### src/rtl/seq_divider.sv
// seq_divider: multi-cycle restoring divider, signed/unsigned, start/busy/done handshake
// Quotient goes to the low half of z_out, remainder to the high half.
module seq_divider #(
   parameter int WIDTH = 32,
   localparam int CNT_W = $clog2(WIDTH) + 1
) (
   input  logic               clock,
   input  logic               clear,
   input  logic               start,
   input  logic               signed_mode,
   input  logic [WIDTH-1:0]   dividend,
   input  logic [WIDTH-1:0]   divisor,
   output logic               busy,
   output logic               done,
   output logic [WIDTH-1:0]   quotient,
   output logic [WIDTH-1:0]   remainder,
   output logic [2*WIDTH-1:0] z_out,
   output logic               div_by_zero
);
   typedef enum logic [1:0] {IDLE, CALC, FIXUP, DONE} state_t;
   state_t           state, state_nxt;
   logic [WIDTH-1:0] rem_r, quo_r, dvs_r;
   logic [CNT_W-1:0] cnt;
   logic             q_neg, r_neg, dz_r;
   logic             dvd_neg, dvs_neg;
   logic [WIDTH:0]   shifted, trial;

   assign dvd_neg = signed_mode & dividend[WIDTH-1];
   assign dvs_neg = signed_mode & divisor[WIDTH-1];
   // partial remainder stays below the divisor, so bit WIDTH of the trial is its sign
   assign shifted = {rem_r, quo_r[WIDTH-1]};
   assign trial   = shifted - {1'b0, dvs_r};
   assign z_out   = {remainder, quotient};

   always_ff @(posedge clock)
      state <= !clear ? IDLE : state_nxt;

   always_comb begin
      state_nxt = state;
      case (state)
         IDLE:    state_nxt = start ? (divisor == '0 ? DONE : CALC) : IDLE;
         CALC:    state_nxt = cnt == CNT_W'(WIDTH - 1) ? FIXUP : CALC;
         FIXUP:   state_nxt = DONE;
         DONE:    state_nxt = IDLE;
         default: state_nxt = IDLE;
      endcase
   end

   always_ff @(posedge clock) begin
      if (!clear) begin
         busy        <= 1'b0;
         done        <= 1'b0;
         div_by_zero <= 1'b0;
         quotient    <= '0;
         remainder   <= '0;
         rem_r       <= '0;
         quo_r       <= '0;
         dvs_r       <= '0;
         cnt         <= '0;
         q_neg       <= 1'b0;
         r_neg       <= 1'b0;
         dz_r        <= 1'b0;
      end else begin
         done <= 1'b0;
         case (state)
            IDLE: if (start) begin
               busy        <= 1'b1;
               div_by_zero <= 1'b0;
               cnt         <= '0;
               rem_r       <= '0;
               dvs_r       <= dvs_neg ? -divisor : divisor;
               // a zero divisor keeps the raw dividend so it can be returned untouched
               quo_r       <= (dvd_neg && divisor != '0) ? -dividend : dividend;
               q_neg       <= dvd_neg ^ dvs_neg;
               r_neg       <= dvd_neg;
               dz_r        <= divisor == '0;
            end
            CALC: begin
               rem_r <= trial[WIDTH] ? shifted[WIDTH-1:0] : trial[WIDTH-1:0];
               quo_r <= {quo_r[WIDTH-2:0], ~trial[WIDTH]};
               cnt   <= cnt + 1'b1;
            end
            FIXUP: begin
               quotient  <= q_neg ? -quo_r : quo_r;
               remainder <= r_neg ? -rem_r : rem_r;
            end
            DONE: begin
               busy <= 1'b0;
               done <= 1'b1;
               if (dz_r) begin
                  quotient    <= '1;
                  remainder   <= quo_r;
                  div_by_zero <= 1'b1;
               end
            end
            default: busy <= 1'b0;
         endcase
      end
   end
endmodule

### config.mk
export PLATFORM = sky130hd
export DESIGN_NAME = seq_divider
export DESIGN_NICKNAME = d
export VERILOG_FILES = /design/src/rtl/seq_divider.sv
export SDC_FILE = /design/constraint.sdc
export NUM_CORES = 1
export LEC_CHECK = 0
export BUFFER_PORTS_ARGS = -buffer_cell sky130_fd_sc_hd__buf_2
export CAP_MARGIN = 40
export CORE_MARGIN = 2
export CORE_UTILIZATION = 52
export DETAILED_ROUTE_END_ITERATION = 8
export PLACE_DENSITY = 0.74
export SLEW_MARGIN = 0
export SYNTH_ARGS = -nofsm -noshare
export SYNTH_HDL_FRONTEND = slang
export SYNTH_SLANG_ARGS = --single-unit
### constraint.sdc
create_clock -name clock -period 3.05 [get_ports clock]
set_input_delay 0.1525 -clock clock [delete_from_list [all_inputs] [get_ports clock]]
set_output_delay 0.1525 -clock clock [all_outputs]
set_load 0.1 [all_outputs]
# --- Yosys cells after proc, flatten, opt, wreduce, memory -nomap -nowiden ---
# Index checks and enable logic that the tools add are counted.
classes:
  n_eq_ne: 6
  n_addsub: 6
  n_reduce_logical: 12
  bitwise: 4
  muxes: 25
op_table:
  columns: ["op", "count"]
  rows:
  - ["32-bit 2-to-1 mux", 9]
  - ["32-bit one-hot mux with 2 select lines", 4]
  - ["32-bit negation", 4]
  - ["33-bit by 32-bit subtractor with 33-bit output", 1]
  - ["32-bit zero test", 1]
  - ["32-bit nonzero test", 1]
  - ["6-bit one-hot mux with 2 select lines", 1]
  - ["2-bit one-hot mux with 4 select lines", 1]
  - ["2-bit AND reduction", 4]
  - ["6-bit by 1-bit adder with 6-bit output (second input constant)", 1]
  - ["6-bit by 5-bit equality test with 1-bit output (second input constant)", 1]
  - ["2-bit 2-to-1 mux", 3]
  - ["6-bit 2-to-1 mux", 1]
  - ["2-bit nonzero test", 3]
  - ["2-bit equality test (second input constant)", 2]
  - ["1-bit 2-to-1 mux", 4]
  - ["2-bit inequality test (second input constant)", 2]
  - ["1-bit one-hot mux with 2 select lines", 2]
  - ["3-bit AND reduction", 1]
  - ["1-bit bitwise AND", 2]
  - ["2-bit by 1-bit equality test with 1-bit output (second input constant)", 1]
  - ["2-bit zero test", 1]
  - ["1-bit logical AND", 1]
  - ["1-bit NOT", 1]
  - ["1-bit bitwise XOR", 1]
totals:
  out_inout_bits: 131
  inputBits: 68
  elab_cells: 66
  register_bits: 174

# --- Depth between registers and ports, before layout ---
logic_depth:
  depth_word: 5
  ltp_mapped: 14
  ltp_nobuf: 13

# --- Worst setup path before layout ---
# Ideal clock, no wire load.
synth_path:
  kind: "register -> register"
  start: "reg quo_r[31]"
  end: "reg rem_r[28]"
  setup_time_ns: 0.124
  required_time_ns: 2.926
  arrival_ns: 3.030
  period_less_slack_ns: 3.154
  path_buffers: 2
  slack_ns: -0.104
  path_stages_with_launch: 15
  cell_sequence: "dfxtp_1 -> inv_1 -> ha_1 -> fa_1 -> nand2b_1 -> a21oi_1 -> o211ai_1 -> a21oi_1 -> a41oi_1 -> o2111ai_1 -> o211a_1 -> buf_2 -> buf_2 -> a2bb2oi_1 -> o21ai_0"
synth_between:
  elab_chain_cells: 3
synth_lines:
  columns: ["item", "line", "rtl"]
  rows:
  - ["start: declaration", "22", "logic [WIDTH-1:0] rem_r, quo_r, dvs_r;"]
  - ["start signal: assignment", "73", "quo_r <= (dvd_neg && divisor != '0) ? -dividend : dividend;"]
  - ["start signal: assignment", "80", "quo_r <= {quo_r[WIDTH-2:0], ~trial[WIDTH]};"]
  - ["33-bit by 32-bit subtractor with 33-bit output", "32", "assign trial = shifted - {1'b0, dvs_r};"]
  - ["32-bit 2-to-1 mux", "79", "rem_r <= trial[WIDTH] ? shifted[WIDTH-1:0] : trial[WIDTH-1:0];"]
  - ["32-bit one-hot mux with 2 select lines", "65", "case (state)"]
  - ["end signal: assignment", "79", null]
  - ["end: declaration", "22", null]
# No other way between the ends.
# A chain may end at the register's enable or synchronous reset.

# --- Worst setup path after layout ---
layout_path:
  start: "reg quo_r[31]"
  end: "reg rem_r[14]"
# Same word-level chain as after synthesis.

==> results.yml <==
detailed_routing:
  drt_first_pass_iters: 6
  totalWireLength_mm: 31.9
  initialDrtViolationCount: 762
  postRouteAntennaNets: 0
  drc: 0
  wire_per_inst_um: 17.4
  viasPerCell: 5.85
  vias: 10700
die:
  initial_core_util_pct: 53.1
  core_area_mm2: 0.0211
  dieWidth_um: 151
  core.rowCount: 53
  io_pins: 199
  dieArea_mm2: 0.0227
  die_h_um: 151
worst_setup_path:
  crit_type: "register to register"
  cp.required_ns: 3.31
  path_cells: "inv_1 > ha_2 > fa_2 > nand2b_4 > a21oi_2 > o211ai_1 > a21oi_2 > a41oi_2 > o2111ai_2 > o211a_4 > clkbuf_16 > mux2i_1 > o21ai_0"
  end_kind: "register"
  cp_data_arrival_time_ns: 3.28
  worstSetupPathDepth: 13
  cp_slowest_cell: "fa_2"
  max_stage_delay_ns: 0.34
  crit_buf_inv: 2
  cp-start-kind: "register"
  crit_top_cell: "a21oi_2"
  reg2reg_depth: 13
  critPathMaxFanout: 5
  critPathTopFamily: "compound AO/OA/AOI/OAI gates"
  rrSetupSlack_ns: 0.03
finish:
  layout_commonest_cell: "buf_2"
  fin_nets: 1651
  regArea_mm2: 0.00348
  layout_common_cells: "buf_2, dfxtp_1, nand2_1, a21oi_1, o21ai_0"
  areaGrowthSynthToFinish_pct: 16.7
  stdcell_area_mm2: 0.0131
  multi_input_comb_area_mm2: 0.00677
  layout-drive-gt1-share_pct: 23.2
  fillers: 1900
yosys:
  synth.ff_latch_count: 174
  netlist.area_leader.share_pct: 31.1
  postSynthCellCount: 1401
  synth.yosys.seq_area_share_pct: 31.1
  synth_warnings: 0
  avgSynthCellArea_um2: 8.00
  ys_types: 76
  yosys.area.top_type: "dfxtp_1"
  synth_edf_count: 0
  synth_area_mm2: 0.0112
  synthFlopType: "dfxtp_1"
  synth.net_count: 1507
  synthTopCellsByArea: "dfxtp_1, xnor2_1, a21oi_1, o21ai_0, nand2_1"
  async_flop_share_pct: 0
timing:
  fin_crit_ns: 3.02
  setup_viol: 0
  maxSlewHeadroom_pct: 40.8
  finClkSkew_ns: 0.00961
  hold_viol: 0
  fin_crit_sh_pct: 99.0
  drv_slew: 0
  fmaxAchievable_mhz: 331
  holdWs_ns: 0.0202
  tightest_slew_ns: 0.886
pwr:
  p_sw_w: 0.00169
  vdd_drop_max_mv: 0.333
  combPwrFrac_pct: 18.6
  clkPwrFrac_pct: 37.8
  powerDensity_mw_per_mm2: 431
  intPower_w: 0.00395
  seq_power_share_pct: 43.5
  power_w: 0.00564
  leakage_nw: 5.47
  power.share.switching_pct: 30.0
grt:
  grt_max_degree: 76
  antenna_found_initial: 3
  grt_overflow_total: 0
  grt_pass1_wl_mm: 48.3
  grt_pass1_vias: 9427
  track_usage_pct: 26.9
clock_tree:
  cts.sinks: 174
  cts_tree: "yes"
  clkTransAtPathRegs_ns: 0.07
  cts-buffers-inserted: 17
  h-tree-depth: 4
  clock_latency_ns: 0.43
  clk_path_buf_depth: 2
  cts_root_buf: "clkbuf_16"
run_status:
  status: "finished, final reports clean"
worst_hold_path:
  hp-class: "input port to register"
  holdPathStages: 3
job:
  timing.max_cap.violations: 0
placed_design:
  gp_congestion: 0.915
  dp_hpwl_mm: 23.3
  placed_area_mm2: 0.0123
  portBuffers: 198
-- kinds of logic (layout without fill, tap and decap cells) --
| family | Yosys count | in the layout | synth area share, % |
|---|---|---|---|
| compound gates | 468 | 468 | 26.8 |
| simple gates | 345 | 345 | 14.9 |
| buf+inv | 208 | 365 | 9.43 |
| flops | 174 | 174 | 31.1 |
| xor+xnor | 145 | 145 | 11.3 |
| fa+ha+maj | 38 | 38 | 4.31 |
| mux | 23 | 23 | 2.07 |
| other cells | 0 | 3 | 0 |
-- layer usage --
metal	wire length [um]	GRT usage [%]	share of wire [%]	up-vias
met5	0	0	0	-
met4	926	11.0	2.9	0
met3	2400	4.94	7.5	62
met2	15100	44.4	47	463
met1	13500	34.7	42	4963
li1	-	-	-	5260
-- Yosys cell counts, types with 25 or more instances --
master      n
a211oi_1   27
a21oi_1   143
a22oi_1    30
buf_4      65
clkbuf_1   72
dfxtp_1   174
ha_1       37
inv_1      57
nand2_1   149
nor2_1     76
o21ai_0   113
o221ai_1   27
o31ai_1    25
xnor2_1   101
xor2_1     44
-- power groups by stage --
stage	Combinational [W]	Sequential, W	Clock [W]
after global routing	0.00115	0.00246	0.00225
final	0.00105	0.00246	0.00213
after CTS	0.00102	0.00245	0.00216
after floorplan	0.000723	0.00246	0
after global placement	0.000990	0.00250	0
after detailed placement	0.00101	0.00250	0
-- worst min-delay path, stage by stage --
cell,delay [ns]
buf_2,0.12
nand2_1,0.05
a311oi_1,0.07
-- through the flow --
step | cells | setup slack (ns) | utilization [%] | setup TNS, ns
3_3_place_gp | 1789 | -0.0281 | 58.1 | -0.0536
3_5_place_dp | 1791 | -0.0541 | 58.3 | -0.539
4_1_cts | 1826 | -0.0419 | 61.3 | -0.237
5_1_grt | 1835 | -0.0974 | 62.0 | -0.668
2_1_floorplan | 1401 | 0.0204 | - | 0
6_report | 1836 | 0.0293 | 62.0 | 0
-- registers in the layout (all words and copies together), names as in the netlist, 2 cells and up --
register / flops
cnt: 6
dvs_r: 32
quo_r: 32
quotient: 32
rem_r: 32
remainder: 32
state: 2
-- final cells by class --
cell class / instances / share of cell area [%]
diodes: 3 / 0.0574
clock buffers: 18 / 3.36
clock inverters: 14 / 1.01
inverters: 59 / 1.70
multi-input cells: 1019 / 51.8
flip-flops and latches: 174 / 26.6
well taps: 275 / 2.63
repair buffers: 274 / 12.8
-- worst paths after layout --
kind,startpoint,to
max,quo_r[31],rem_r[14]
min,divisor[1],dvs_r[1]
max reg2reg,quo_r[31],rem_r[14]
min reg2reg,dvs_r[31],dvs_r[31]
-- timing repair --
item                       CTS  global route
hold buffers                 0             0
pin swaps                    5             8
resized for setup            3            19
setup endpoints to repair   32            38
buffers inserted             2             4
cloned                       1             3
Power figures use the tool's default switching activity.
